## config.mk

```make
export PLATFORM = sky130hd
export DESIGN_NAME = mnist_infer_sched
export DESIGN_NICKNAME = d
export VERILOG_FILES = /design/src/rtl/mnist_infer_sched.sv
export SDC_FILE = /design/constraint.sdc
export NUM_CORES = 1
export LEC_CHECK = 0
export CAP_MARGIN = 10
export CORE_MARGIN = 2
export CORE_UTILIZATION = 50
export DETAILED_ROUTE_END_ITERATION = 16
export PLACE_DENSITY = 0.84
export SKIP_LAST_GASP = 1
export SYNTH_ARGS = -nofsm -noshare
export SYNTH_HDL_FRONTEND = slang
export SYNTH_SLANG_ARGS = --single-unit
```

## constraint.sdc

```tcl
create_clock -name clk -period 2.8 [get_ports clk]
set_input_delay 0.28 -clock clk [delete_from_list [all_inputs] [get_ports clk]]
set_output_delay 0.28 -clock clk [all_outputs]
set_load 0.01 [all_outputs]
```

## src/rtl/mnist_infer_sched.sv

```systemverilog
// Job scheduler for the sequential MNIST engine: queues image-index requests,
// runs them one at a time with a start/done handshake, timeout abort and a result record.
module mnist_infer_sched #(
    parameter int unsigned QDEPTH  = 4,
    parameter int unsigned IDX_W   = 4,
    parameter int unsigned CYC_W   = 20,
    parameter int unsigned TIMEOUT = 200000
) (
    input  logic                     clk,
    input  logic                     rst,
    input  logic                     req_valid,
    input  logic [IDX_W-1:0]         req_idx,
    output logic                     req_ready,
    output logic                     acc_start,
    output logic [IDX_W-1:0]         acc_img_sel,
    output logic                     acc_rst,
    input  logic                     acc_done,
    input  logic [3:0]               acc_digit,
    output logic                     res_valid,
    input  logic                     res_ready,
    output logic [IDX_W-1:0]         res_idx,
    output logic [3:0]               res_digit,
    output logic [CYC_W-1:0]         res_cycles,
    output logic                     res_timeout,
    output logic [$clog2(QDEPTH):0]  q_count,
    output logic [2:0]               sched_state
);

    localparam int unsigned PTR_W = $clog2(QDEPTH);
    localparam int unsigned CNT_W = PTR_W + 1;

    typedef enum logic [2:0] {
        S_IDLE  = 3'd0,
        S_RUN   = 3'd1,
        S_DRAIN = 3'd2,
        S_TMO   = 3'd3,
        S_POST  = 3'd4
    } state_t;

    // Request FIFO storage and pointers
    logic [IDX_W-1:0] mem [QDEPTH];
    logic [PTR_W-1:0] wr_ptr;
    logic [PTR_W-1:0] rd_ptr;
    logic [CNT_W-1:0] count;
    logic             push;
    logic             pop;
    logic [IDX_W-1:0] head;

    state_t           state;
    state_t           state_nxt;
    logic             acc_start_nxt;
    logic             acc_rst_nxt;
    logic [IDX_W-1:0] img_sel_nxt;
    logic [CYC_W-1:0] cyc;
    logic [CYC_W-1:0] cyc_nxt;
    logic [3:0]       dig;
    logic [3:0]       dig_nxt;
    logic             tmo;
    logic             tmo_nxt;
    logic             res_valid_nxt;
    logic [IDX_W-1:0] res_idx_nxt;
    logic [3:0]       res_digit_nxt;
    logic [CYC_W-1:0] res_cycles_nxt;
    logic             res_timeout_nxt;

    assign q_count     = count;
    assign req_ready   = (count < CNT_W'(QDEPTH));
    assign push        = req_valid && req_ready;
    assign pop         = (state == S_IDLE) && (count != '0);
    assign head        = mem[rd_ptr];
    assign sched_state = state;

    always_ff @(posedge clk) begin
        if (push) begin
            mem[wr_ptr] <= req_idx;
        end
    end

    // Pointers wrap naturally since QDEPTH is a power of two
    always_ff @(posedge clk) begin
        if (rst) begin
            wr_ptr <= '0;
            rd_ptr <= '0;
            count  <= '0;
        end else begin
            if (push) begin
                wr_ptr <= wr_ptr + PTR_W'(1);
            end
            if (pop) begin
                rd_ptr <= rd_ptr + PTR_W'(1);
            end
            if (push && !pop) begin
                count <= count + CNT_W'(1);
            end else if (pop && !push) begin
                count <= count - CNT_W'(1);
            end
        end
    end

    // State and registered outputs
    always_ff @(posedge clk) begin
        if (rst) begin
            state       <= S_IDLE;
            acc_start   <= 1'b0;
            acc_rst     <= 1'b0;
            acc_img_sel <= '0;
            cyc         <= '0;
            dig         <= '0;
            tmo         <= 1'b0;
            res_valid   <= 1'b0;
            res_idx     <= '0;
            res_digit   <= '0;
            res_cycles  <= '0;
            res_timeout <= 1'b0;
        end else begin
            state       <= state_nxt;
            acc_start   <= acc_start_nxt;
            acc_rst     <= acc_rst_nxt;
            acc_img_sel <= img_sel_nxt;
            cyc         <= cyc_nxt;
            dig         <= dig_nxt;
            tmo         <= tmo_nxt;
            res_valid   <= res_valid_nxt;
            res_idx     <= res_idx_nxt;
            res_digit   <= res_digit_nxt;
            res_cycles  <= res_cycles_nxt;
            res_timeout <= res_timeout_nxt;
        end
    end

    // Next-state and next-output logic
    always_comb begin
        state_nxt       = state;
        acc_start_nxt   = acc_start;
        acc_rst_nxt     = 1'b0;
        img_sel_nxt     = acc_img_sel;
        cyc_nxt         = cyc;
        dig_nxt         = dig;
        tmo_nxt         = tmo;
        res_valid_nxt   = res_valid && !res_ready;
        res_idx_nxt     = res_idx;
        res_digit_nxt   = res_digit;
        res_cycles_nxt  = res_cycles;
        res_timeout_nxt = res_timeout;

        case (state)
            S_IDLE: begin
                acc_start_nxt = 1'b0;
                if (pop) begin
                    img_sel_nxt   = head;
                    acc_start_nxt = 1'b1;
                    cyc_nxt       = '0;
                    state_nxt     = S_RUN;
                end
            end
            S_RUN: begin
                acc_start_nxt = 1'b1;
                if (acc_done) begin
                    dig_nxt       = acc_digit;
                    tmo_nxt       = 1'b0;
                    acc_start_nxt = 1'b0;
                    state_nxt     = S_DRAIN;
                end else if (cyc == CYC_W'(TIMEOUT - 1)) begin
                    acc_start_nxt = 1'b0;
                    acc_rst_nxt   = 1'b1;
                    state_nxt     = S_TMO;
                end else begin
                    cyc_nxt = cyc + CYC_W'(1);
                end
            end
            S_DRAIN: begin
                acc_start_nxt = 1'b0;
                if (!acc_done) begin
                    state_nxt = S_POST;
                end
            end
            // One cycle here plus the RUN exit edge keeps acc_rst high for two cycles
            S_TMO: begin
                acc_start_nxt = 1'b0;
                acc_rst_nxt   = 1'b1;
                dig_nxt       = 4'hF;
                tmo_nxt       = 1'b1;
                state_nxt     = S_POST;
            end
            S_POST: begin
                acc_start_nxt = 1'b0;
                if (!res_valid || res_ready) begin
                    res_valid_nxt   = 1'b1;
                    res_idx_nxt     = acc_img_sel;
                    res_digit_nxt   = dig;
                    res_cycles_nxt  = cyc;
                    res_timeout_nxt = tmo;
                    state_nxt       = S_IDLE;
                end
            end
            default: begin
                acc_start_nxt = 1'b0;
                state_nxt     = S_IDLE;
            end
        endcase
    end

endmodule

```

======== Word-level counts from Yosys, hierarchy flattened ========
Memory sizes are Yosys's and may differ from the RTL's. A register that Yosys moved wholly into a read port is not among the register bits.
Cells that the tools add are included.
operators by class
  muxes and demuxes ....................... 27
  order comparisons ....................... 1
  reduce and logical (&&, ||, !) cells .... 20
  equality and inequality tests ........... 12
  $add $sub $neg .......................... 5
operator list
  kind                                              count
  two-way mux 20 bit                                3
  one-hot mux 20 bit (2 select lines)               1
  two-way mux 3 bit                                 7
  adder 20 x 1 -> 20 bit (second input constant)    1
  == test 20 x 18 -> 1 bit (second input constant)  1
  one-hot mux 3 bit (5 select lines)                1
  inequality test 2 bit (second input constant)     6
  two-way mux 1 bit                                 10
  one-hot mux 4 bit (2 select lines)                1
  AND reduction 4 bit                               2
  == test 3 x 2 -> 1 bit (second input constant)    2
  one-hot mux 1 bit (2 select lines)                3
  AND reduction 2 bit                               3
  nonzero test 2 bit                                3
  logical AND 1 bit                                 5
  adder 2 x 1 -> 2 bit (second input constant)      2
  logical NOT 1 bit                                 4
  two-way mux 4 bit                                 1
  adder 3 x 1 -> 3 bit (second input constant)      1
  == test 3 x 1 -> 1 bit (second input constant)    1
  == test 3 bit (second input constant)             1
  logical NOT 3 bit                                 1
  < comparator 3 bit (second input constant)        1
  inequality test 3 bit (second input constant)     1
  3 further kinds                                   3
storage, ports and cells
  input port bits ......................... 13
  register bits ........................... 67
  bits in writable memories ............... 16
  memories kept ........................... 1
memories
  name  words  bits a word  rd ports  clocked after Yosys merged registers in  wr ports  line  text
  mem   4      4            1         1                                        1         41    logic [IDX_W-1:0] mem [QDEPTH];

======== Longest topological paths before layout ========
Gate-level depths: netlist of run 1.
  depth after elaboration ................. 6
  depth in mapped cells ................... 10
  gate-level depth less buffers ........... 9

======== Worst setup path before layout of run 1 ========
OpenSTA, ideal clock, no wires.
  path type ............................... register to register
  from .................................... register count[0], in the netlist q_count[0]
  to ...................................... register count[2], in the netlist q_count[2]
  cell stages (with the launch flop) ...... 10
  setup slack ............................. 0.631 ns
  arrival time ............................ 2.098 ns
  library setup time ...................... 0.070 ns
  clock period less this slack ............ 2.169 ns
  buffers on the path ..................... 0
  path through ............................ dfxtp_1 nor3_2 nor2_8 inv_1 ha_1 inv_1 fa_1 xor2_1 or3_1 a21oi_1
on the way
  cells in the longest elaborated chain, start to end .. 5
RTL lines
  what                                                                      line    text
  start, declared                                                           44      logic [CNT_W-1:0] count;
  start signal, assigned                                                    93      count <= count + CNT_W'(1);
  start signal, assigned                                                    95      count <= count - CNT_W'(1);
  < comparator 3 bit or nonzero test 3 bit (tied branches)                  67, 69
  logical AND 1 bit, on equally long branches                               68, 69
  logical NOT 1 bit, on equally long branches                               94, 92
  logical AND 1 bit, on equally long branches                               94, 92
  nonzero test 2 bit (no source line) or two-way mux 3 bit (tied branches)  -
Several ways; a longest one is shown, not always the timed one. The select of a mux whose other input is x is not followed.
A chain may end at the register's enable or synchronous reset.

======== Worst setup path after layout of run 1 ========
Ends and elaborated chain as after synthesis.

==> metrics.md, run 1 <==
| Metric | Value |
|---|---|
| Worst Path Buf+Inv | `2` |
| Min-delay src | `dig[3]$_SDFFE_PP0P_` |
| Vias | `2830` |
| WL final | `7.55 mm` |
| Hold/Removal Path Class | `reg -> reg` |
| Routability Congestion | `about 0.86` |
| Antenna diode count | `0` |
| Reg clk slew, reported paths | `90 ps` |
| Post-synthesis instance area | `3690 um2` |
| Synth Area in Adders | `2.57%` |
| # H-tree levels | `3` |
| Fmax | `428 MHz` |
| Reg2Reg Depth | `9` |
| Unrepaired setup endpoints after global routing | `no` |
| Initial antenna violation count | `0` |
| Die Wd | `90.0 um` |
| Yosys Warn Count | `0` |
| Status | `completed` |
| Mean Syn Cell Area | `9.64 um2` |
| Critical path's top delay family | `simple AND/OR/NAND/NOR gates` |
| Flop2flop setup slack | `470 ps` |
| Final Hold Fails | `0` |
| Die ar. | `8090 um2` |
| Largest family of logic cells by synthesized area | `simple AND/OR/NAND/NOR gates` |
| RR Endpoint | `q_count[2]$_SDFFE_PP0P_` |
| Max-Cap Viols | `0` |
| TritonCTS clock tree | `done` |
| Flops & latches, synth | `87` |
| Final Cycle Share | `83.4%` |
| Synth area leaders | `dfxtp_1 (38%), edfxtp_1 (13%), nand2_1 (7.8%)` |
| First-pass iteration count of the detailed router | `5` |
| CP max stage delay | `440 ps` |
| EDFF count, synth | `16` |
| Largest net degree at the start of global routing | `56` |
| CP endpoint kind | `flop` |
| Simple-Gate Fraction of Synth Area | `23.3%` |
| Die height | `90.0 um` |
| Max clock buf depth | `2` |
| Worst-Margin Slew | `797 ps` |
| Detailed-placement wirelength estimate | `5.25 mm` |
| First-pass GRT wire length | `12.5 mm` |
| Routed len/inst | `14.1 um` |
| Share of cells above drive strength 1 | `9.89%` |
| Setup TNS | `0 ps` |
| Most frequent cells in the layout | `nand2_1 (77), dfxtp_1 (71), clkdlybuf4s50_1 (54)` |
| Hold Path Sink | `res_digit[3]$_SDFFE_PP0P_` |
| # fillers | `619` |
| Arr. time, crit path | `2630 ps` |
| Post-DRT Antenna Nets | `0` |
| Final setup viols | `0` |
| Cell taking the most area after synthesis | `dfxtp_1` |
| Clock sinks | `slightly below 90` |
| Cell count after synthesis | `between 300 and 400` |
| PortBufs | `55` |
| Drt drc | `0` |
| # nets final | `450` |
| Via-per-instance ratio | `5.30` |
| Startpoint Class | `flop` |
| Commonest non-fill, non-tap cell in the layout | `nand2_1` |
| All-layer global routing usage | `19.2%` |
| Hold buffers post-CTS | `0` |
| Synth Area in Compound Gates | `10.4%` |
| Synth-to-layout area growth | `20.5%` |
| Crit path cell chain | `nor3_2, nor2_8, inv_1, ha_1, inv_1, fa_1, xor2_1, or3_1, a21oi_1` |
| Crit Path Category | `reg -> reg` |
| Initial DRC count | `168` |
| Worst r2r src | `q_count[0]$_SDFFE_PP0P_` |
| Post-Synth XOR/XNOR Area | `between 3 and 4%` |
| Num CTS Buffers | `9` |
| Worst path required time | `3090 ps` |
| Initial Util | `between 50% and 60%` |
| Total gr overflow | `0` |
| Post-CTS setup buffers | `0` |
| Clock root cell | `clkbuf_8` |
| CP dominant cell by count | `inv_1` |
| Skew-Pair Late Insertion Delay | `360 ps` |
| Asr flop ratio synth | `0%` |
| # rows | `31` |
| Area of the multi-input gates | `approximately 1700 um2` |
| Synth unique cells | `49` |
| Critical path peak fanout | `9` |
| Sequential area share after synthesis | `51.5%` |
| Post-synth top area share | `a little under 40%` |
| Multiplexer area fraction after synthesis | `5.15%` |
| WHS Path Cells | `2` |
| Post-layout min period | `~2300 ps` |
| Slowest cell on the critical path | `nor3_2` |
| Peak supply drop | `0.470 mV` |
| Top FF cell, synth | `dfxtp_1` |
| Floorplan core area | `approximately 7000 um2` |
| Syn_nets | `403` |
| Final core occ | `61.7%` |
| # IOs | `56` |
| Seq. cell area | `~1900 um2` |
| Resized Gates After CTS | `0` |
| Final clock skew | `5.90 ps` |
| Pins Over Slew Limit | `0` |
| PD cells | `713 nW/um2` |
| Leak | `1.47 nW` |
| Vias in the first global route | `between 2000 and 3000` |
| Max_slew headroom | `46.9%` |
-- how the worst max path moves through the flow --
stage | startpoint | to | cells past startpoint
finish | q_count[0]$_SDFFE_PP0P_ | q_count[2]$_SDFFE_PP0P_ | 9
global route | q_count[0]$_SDFFE_PP0P_ | q_count[2]$_SDFFE_PP0P_ | 9
CTS | q_count[0]$_SDFFE_PP0P_ | q_count[2]$_SDFFE_PP0P_ | 9
detailed placement | q_count[0]$_SDFFE_PP0P_ | q_count[2]$_SDFFE_PP0P_ | 9
global placement | q_count[0]$_SDFFE_PP0P_ | q_count[2]$_SDFFE_PP0P_ | 9
floorplan | q_count[0]$_SDFFE_PP0P_ | q_count[2]$_SDFFE_PP0P_ | 9
-- through the flow --
stage               instances  worst slack, ps  hold slack (ps)  power [mW]  instance area (um2)
floorplan                 383              631              379        2.20                 3690
global placement          518              575              435        2.39                 4280
detailed placement        518              483              446        2.42                 4280
CTS                       534              456              457        3.19                 4450
global route              534              238              470        3.35                 4450
finish                    534              465              454        3.17                 4450
-- metal layers --
layer,up-vias,track usage [%],wire [um]
met5,-,0,0
met4,0,7.44,79
met3,7,6.54,395
met2,72,29.9,3520
met1,1334,24.9,3550
li1,1417,-,-
-- area by class of cell --
class | instances | area share [%]
Sequential cell | 87 | 42.7
Multi-Input combinational cell | 267 | 37.2
Timing Repair Buffer | 59 | 12.9
Clock buffer | 9 | 2.78
Tap cell | 99 | 2.78
Clock inverter | 7 | 1.07
Inverter | 6 | 0.506
-- registers in the layout, summed over array words and instances, names as in the netlist, 3 cells and up --
| register | cells |
|---|---|
| acc_img_sel | 4 |
| cyc | 20 |
| dig | 4 |
| mem | 16 |
| q_count | 3 |
| res_cycles | 20 |
| res_digit | 4 |
| res_idx | 4 |
| sched_state | 3 |
-- worst register-to-register path, stage by stage, from the launching register on --
cell and delay, ps:
dfxtp_1 370, nor3_2 440, nor2_8 120, inv_1 120, ha_1 190, inv_1 70
fa_1 370, xor2_1 160, or3_1 300, a21oi_1 130
-- where the power goes --
part / switching, mW / internal, mW
sequential: 0.115 / 1.38
combinational: 0.497 / 0.404
clock: 0.450 / 0.323
-- synthesized netlist by cell type, types with 2 or more instances --
library cell / number
a211oi_1: 2
a21oi_1: 49
a31oi_1: 2
and2_1: 8
and4_1: 3
and4bb_2: 2
buf_1: 2
buf_6: 4
clkbuf_1: 16
dfxtp_1: 71
edfxtp_1: 16
ha_1: 6
inv_1: 6
mux2i_1: 10
mux4_2: 4
nand2_1: 77
nand2b_1: 2
nand3_1: 5
nand4_1: 2
nor2_1: 22
nor2_2: 4
nor2b_1: 5
nor3_1: 3
nor3b_1: 2
nor4_1: 4
nor4_2: 4
o21ai_0: 12
o31ai_1: 2
or3_1: 4
or4_1: 3
xnor2_1: 11
xor2_1: 3
-- logic make-up (layout without fill, tap and decap cells) --
| logic type | Yosys count | after routing |
|---|---|---|
| simple gates | 162 | 162 |
| flops | 87 | 87 |
| compound gates | 70 | 70 |
| buf+inv | 29 | 81 |
| xor+xnor | 14 | 14 |
| mux | 14 | 14 |
| fa+ha+maj | 7 | 7 |
Note: power is estimated with default switching activity, not from simulation.
==> inputs of run 2 (changes only) <==
clock period = 2.4 ns   (was 2.8 ns; I/O delays follow)
==> metrics.md, run 2 (synthesis results as in run 1) <==
| Metric | Value |
|---|---|
| First-pass GRT wire length | `12.9 mm` |
| Startpoint Class | `flop` |
| Reg clk slew, reported paths | `90 ps` |
| Skew-Pair Late Insertion Delay | `360 ps` |
| Initial DRC count | `174` |
| Worst path required time | `2690 ps` |
| Design area | `between 4000 and 5000 um2` |
| Clock root cell | `clkbuf_8` |
| Final core occ | `62.5%` |
| Worst Path Buf+Inv | `2` |
| Top Registers | `cyc (20), res_cycles (20), mem (16)` |
| Final Cycle Share | `93.5%` |
| Routed len/inst | `around 14 um` |
| CP max stage delay | `390 ps` |
| Routability Congestion | `approximately 0.85` |
| Setup TNS | `0 ps` |
| WL final | `7.69 mm` |
| Detailed-placement wirelength estimate | `about 5.3 mm` |
| Fmax | `446 MHz` |
| Vias in the first global route | `between 2000 and 3000` |
| Die height | `90.0 um` |
| CP endpoint kind | `flop` |
| Resized Gates After CTS | `0` |
| Unrepaired setup endpoints after global routing | `no` |
| Worst-Margin Slew | `691 ps` |
| Max_slew headroom | `54.0%` |
| Largest net degree at the start of global routing | `56` |
| Max-Cap Viols | `0` |
| First-pass iteration count of the detailed router | `4` |
| Pins Over Slew Limit | `0` |
| Hold/Removal Path Class | `reg -> reg` |
| # IOs | `56` |
| Die ar. | `approximately 8100 um2` |
| Floorplan core area | `between 7000 and 8000 um2` |
| Commonest non-fill, non-tap cell in the layout | `nand2_1` |
| Initial Util | `51.2%` |
| Die Wd | `90.0 um` |
| # rows | `31` |
| Synth-to-layout area growth | `22.1%` |
| PD cells | `839 nW/um2` |
| Post-layout min period | `roughly 2200 ps` |
| Total gr overflow | `0` |
| Hold buffers post-CTS | `0` |
| Critical path's top delay family | `simple AND/OR/NAND/NOR gates` |
| Initial antenna violation count | `0` |
| Antenna diode count | `0` |
| Crit path cell chain | `nor3_4, nor2_8, inv_1, ha_1, inv_1, fa_1, xor2_1, or3_1, a21oi_1` |
| All-layer global routing usage | `19.7%` |
| Critical path peak fanout | `4` |
| Num CTS Buffers | `9` |
| Drt drc | `0` |
| Status | `completed` |
| Post-CTS setup buffers | `0` |
| Final Hold Fails | `0` |
| # nets final | `455` |
| Max clock buf depth | `2` |
| Leak | `1.50 nW` |
| Placed cell area | `between 4000 and 5000 um2` |
| Vias | `between 2000 and 3000` |
| Clock sinks | `87` |
| Arr. time, crit path | `2530 ps` |
| Post-DRT Antenna Nets | `0` |
| Via-per-instance ratio | `5.34` |
| # H-tree levels | `3` |
| TritonCTS clock tree | `done` |
| Crit Path Category | `reg -> reg` |
| PortBufs | `55` |
| Final clock skew | `9.42 ps` |
| CP dominant cell by count | `inv_1` |
| Slowest cell on the critical path | `dfxtp_1` |
| Most frequent cells in the layout | `nand2_1 (77), dfxtp_1 (71), clkdlybuf4s50_1 (54)` |
| Final setup viols | `0` |
| Share of cells above drive strength 1 | `10.7%` |
| Peak supply drop | `0.705 mV` |
run 2: layout make-up:
class | instances | area (um2)
clock inverter | 6 | 36.3
clock buffer | 10 | 128
sequential | 87 | 1900
inverter | 6 | 22.5
multi-input combinational | 267 | 1660
timing repair buffer | 64 | 638
tap | 99 | 124
fill | 608 | 2700
run 2: per-stage QoR:
stage | power, mW | setup WS (ps) | cells | hold slack (ps)
after floorplan | 2.56 | 231 | 383 | 339
after global placement | 2.84 | 255 | 523 | 434
after detailed placement | 2.89 | 144 | 523 | 446
after CTS | 3.78 | 86.4 | 539 | 454
after global routing | 3.99 | 3.82 | 539 | 473
final | 3.78 | 156 | 539 | 449
run 2: metal layers:
layer,vias up,global-route usage [%],part of all wire (%),routed length [um]
met1,1353,26.0,46,3510
li1,1430,-,-,-
met3,16,5.20,5.8,445
met4,0,8.97,2.2,167
met2,80,30.6,46,3570
met5,-,0,0,0
run 2: worst paths after layout:
check                          startpoint                   endpoint  slack (ps)  depth (start not counted)
setup / recovery  q_count[0]$_SDFFE_PP0P_    q_count[2]$_SDFFE_PP0P_         160                          9
hold / removal        dig[2]$_SDFFE_PP0P_  res_digit[2]$_SDFFE_PP0P_         450                          2
setup reg to reg  q_count[0]$_SDFFE_PP0P_    q_count[2]$_SDFFE_PP0P_         160                          9
hold reg to reg       dig[2]$_SDFFE_PP0P_  res_digit[2]$_SDFFE_PP0P_         450                          2
run 2: power by group:
group,switching [mW],leakage [nW],internal (mW)
clock,0.510,0.0739,0.370
sequential,0.131,0.721,1.61
combinational,0.627,0.701,0.530
run 2: worst register-to-register path: cells and delay by family, from the launching register on:
family | cells | cell delay (ps)
AOI/OAI and AO/OA | 1 | 150
xor gates and xnor gates | 1 | 170
adders and majority gates | 2 | 560
buffers and inverters | 2 | 160
DFF | 1 | 390
and+or+nand+nor | 3 | 750
==> inputs of run 3 (changes only) <==
CORE_UTILIZATION = 40   (was 50)
CTS_BUF_LIST = sky130_fd_sc_hd__clkbuf_4 sky130_fd_sc_hd__clkbuf_8   (was unset)
PLACE_DENSITY = 0.71   (was 0.84)
==> metrics.md, run 3 (synthesis results as in run 1) <==
| Metric | Value |
|---|---|
| Status | `completed` |
| CP dominant cell by count | `inv_1` |
| Skew-Pair Late Insertion Delay | `360 ps` |
| Arr. time, crit path | `2500 ps` |
| Hold/Removal Path Class | `reg -> reg` |
| All-layer global routing usage | `16.4%` |
| Clock sinks | `87` |
| First-pass GRT wire length | `13.0 mm` |
| Max-Cap Viols | `0` |
| Die height | `100 um` |
| TritonCTS clock tree | `done` |
| Initial antenna violation count | `0` |
| Leak | `1.53 nW` |
| Peak supply drop | `0.641 mV` |
| Total gr overflow | `0` |
| Drt drc | `0` |
| Fmax | `451 MHz` |
| First-pass iteration count of the detailed router | `4` |
| Startpoint Class | `flop` |
| WL final | `about 7.8 mm` |
| Unrepaired setup endpoints after global routing | `no` |
| Setup TNS | `0 ps` |
| Crit Path Category | `reg -> reg` |
| Num CTS Buffers | `9` |
| Die Wd | `100 um` |
| Vias | `2793` |
| # fillers | `about 860` |
| Synth-to-layout area growth | `23.5%` |
| Post-DRT Antenna Nets | `0` |
| Largest net degree at the start of global routing | `56` |
| CP endpoint kind | `flop` |
| CP max stage delay | `380 ps` |
| Crit path cell chain | `nor3_4, nor2_8, inv_1, ha_1, inv_1, fa_1, xor2_1, or3_1, a21oi_1` |
| Slowest cell on the critical path | `dfxtp_1` |
| Final clock skew | `between 6 and 7 ps` |
| Routed len/inst | `14.1 um` |
| Most frequent cells in the layout | `nand2_1 (77), dfxtp_1 (71), clkdlybuf4s50_1 (54)` |
| Clock root cell | `clkbuf_8` |
| Floorplan core area | `9110 um2` |
| Pins Over Slew Limit | `0` |
| PortBufs | `55` |
| Max clock buf depth | `2` |
| Commonest non-fill, non-tap cell in the layout | `nand2_1` |
| Via-per-instance ratio | `just over 5` |
| Post-layout min period | `2220 ps` |
| Top Registers | `cyc (20), res_cycles (20), mem (16)` |
| Resized Gates After CTS | `0` |
| Seq. cell area | `1900 um2` |
| Total power | `about 4 mW` |
| Worst path required time | `about 2700 ps` |
| PD cells | `870 nW/um2` |
| Hold buffers post-CTS | `0` |
| # H-tree levels | `3` |
| Detailed-placement wirelength estimate | `around 5.4 mm` |
| Critical path peak fanout | `4` |
| Final Cycle Share | `a little over 90%` |
| Die ar. | `10000 um2` |
| # rows | `35` |
| Worst-Margin Slew | `736 ps` |
| Final setup viols | `0` |
| Vias in the first global route | `between 2000 and 3000` |
| # nets final | `456` |
| Final Hold Fails | `0` |
| # IOs | `56` |
| Post-CTS setup buffers | `0` |
| Routability Congestion | `0.773` |
| Reg clk slew, reported paths | `80 ps` |
| Initial Util | `40.5%` |
| Area of the multi-input gates | `~1700 um2` |
| Antenna diode count | `0` |
| Max_slew headroom | `50.9%` |
| Initial DRC count | `114` |
| Share of cells above drive strength 1 | `a little under an eighth` |
==> run 3: changes by cell type in the layout (fill, tap and decap cells not counted), sizes merged <==
cell / before / now
clkinv: 2 / 3
clkinvlp: 3 / 1
buf: 10 / 11
bufinv: 0 / 2
inv: 7 / 6
==> run 3: worst paths after layout <==
path	from	to	slack (ps)	depth (start not counted)
worst min-delay path	tmo$_SDFFE_PP0P_	tmo$_SDFFE_PP0P_	460	2
worst max-delay path	q_count[0]$_SDFFE_PP0P_	q_count[2]$_SDFFE_PP0P_	180	9
worst min register to register	tmo$_SDFFE_PP0P_	tmo$_SDFFE_PP0P_	460	2
worst max register to register	q_count[0]$_SDFFE_PP0P_	q_count[2]$_SDFFE_PP0P_	180	9
==> run 3: final cells by class <==
cell class,instances,share of cell area [%]
flip-flops and latches,87,41.7
clock inverters,6,1.87
multi-input cells,267,36.4
well taps,111,3.05
inverters,6,0.494
repair buffers,65,13.6
clock buffers,10,2.88
==> run 3: critical path: cells and delay by family (launching register included) <==
family,cells,cell delay (ps)
fa+ha+maj,2,550
flops,1,380
buf+inv,2,150
xor+xnor,1,160
simple gates,3,750
compound gates,1,150
==> run 3: report_power, final <==
group,switching [mW],leakage (nW),internal [mW]
clock,0.512,0.107,0.594
sequential,0.131,0.721,1.61
combinational,0.594,0.698,0.522
==> run 3: stage by stage <==
stage          area [um2]  hold slack [ps]  util (%)  setup WS (ps)  std cells
2_1_floorplan        3690              339         -            231        383
3_3_place_gp         4340              443      47.6            207        536
3_5_place_dp         4340              446      47.6           96.0        536
4_1_cts              4550              458      50.0           73.7        552
5_1_grt              4560              485      50.1           16.9        552
6_report             4560              458      50.1            185        552
==> run 3: layer usage <==
metal	wire [um]	share of wire [%]	up-vias	track usage, %
li1	-	-	1431	-
met1	3740	48	1277	22.7
met2	3490	45	77	25.1
met3	488	6.3	8	5.01
met4	85	1.1	0	4.43
met5	0	0	-	0
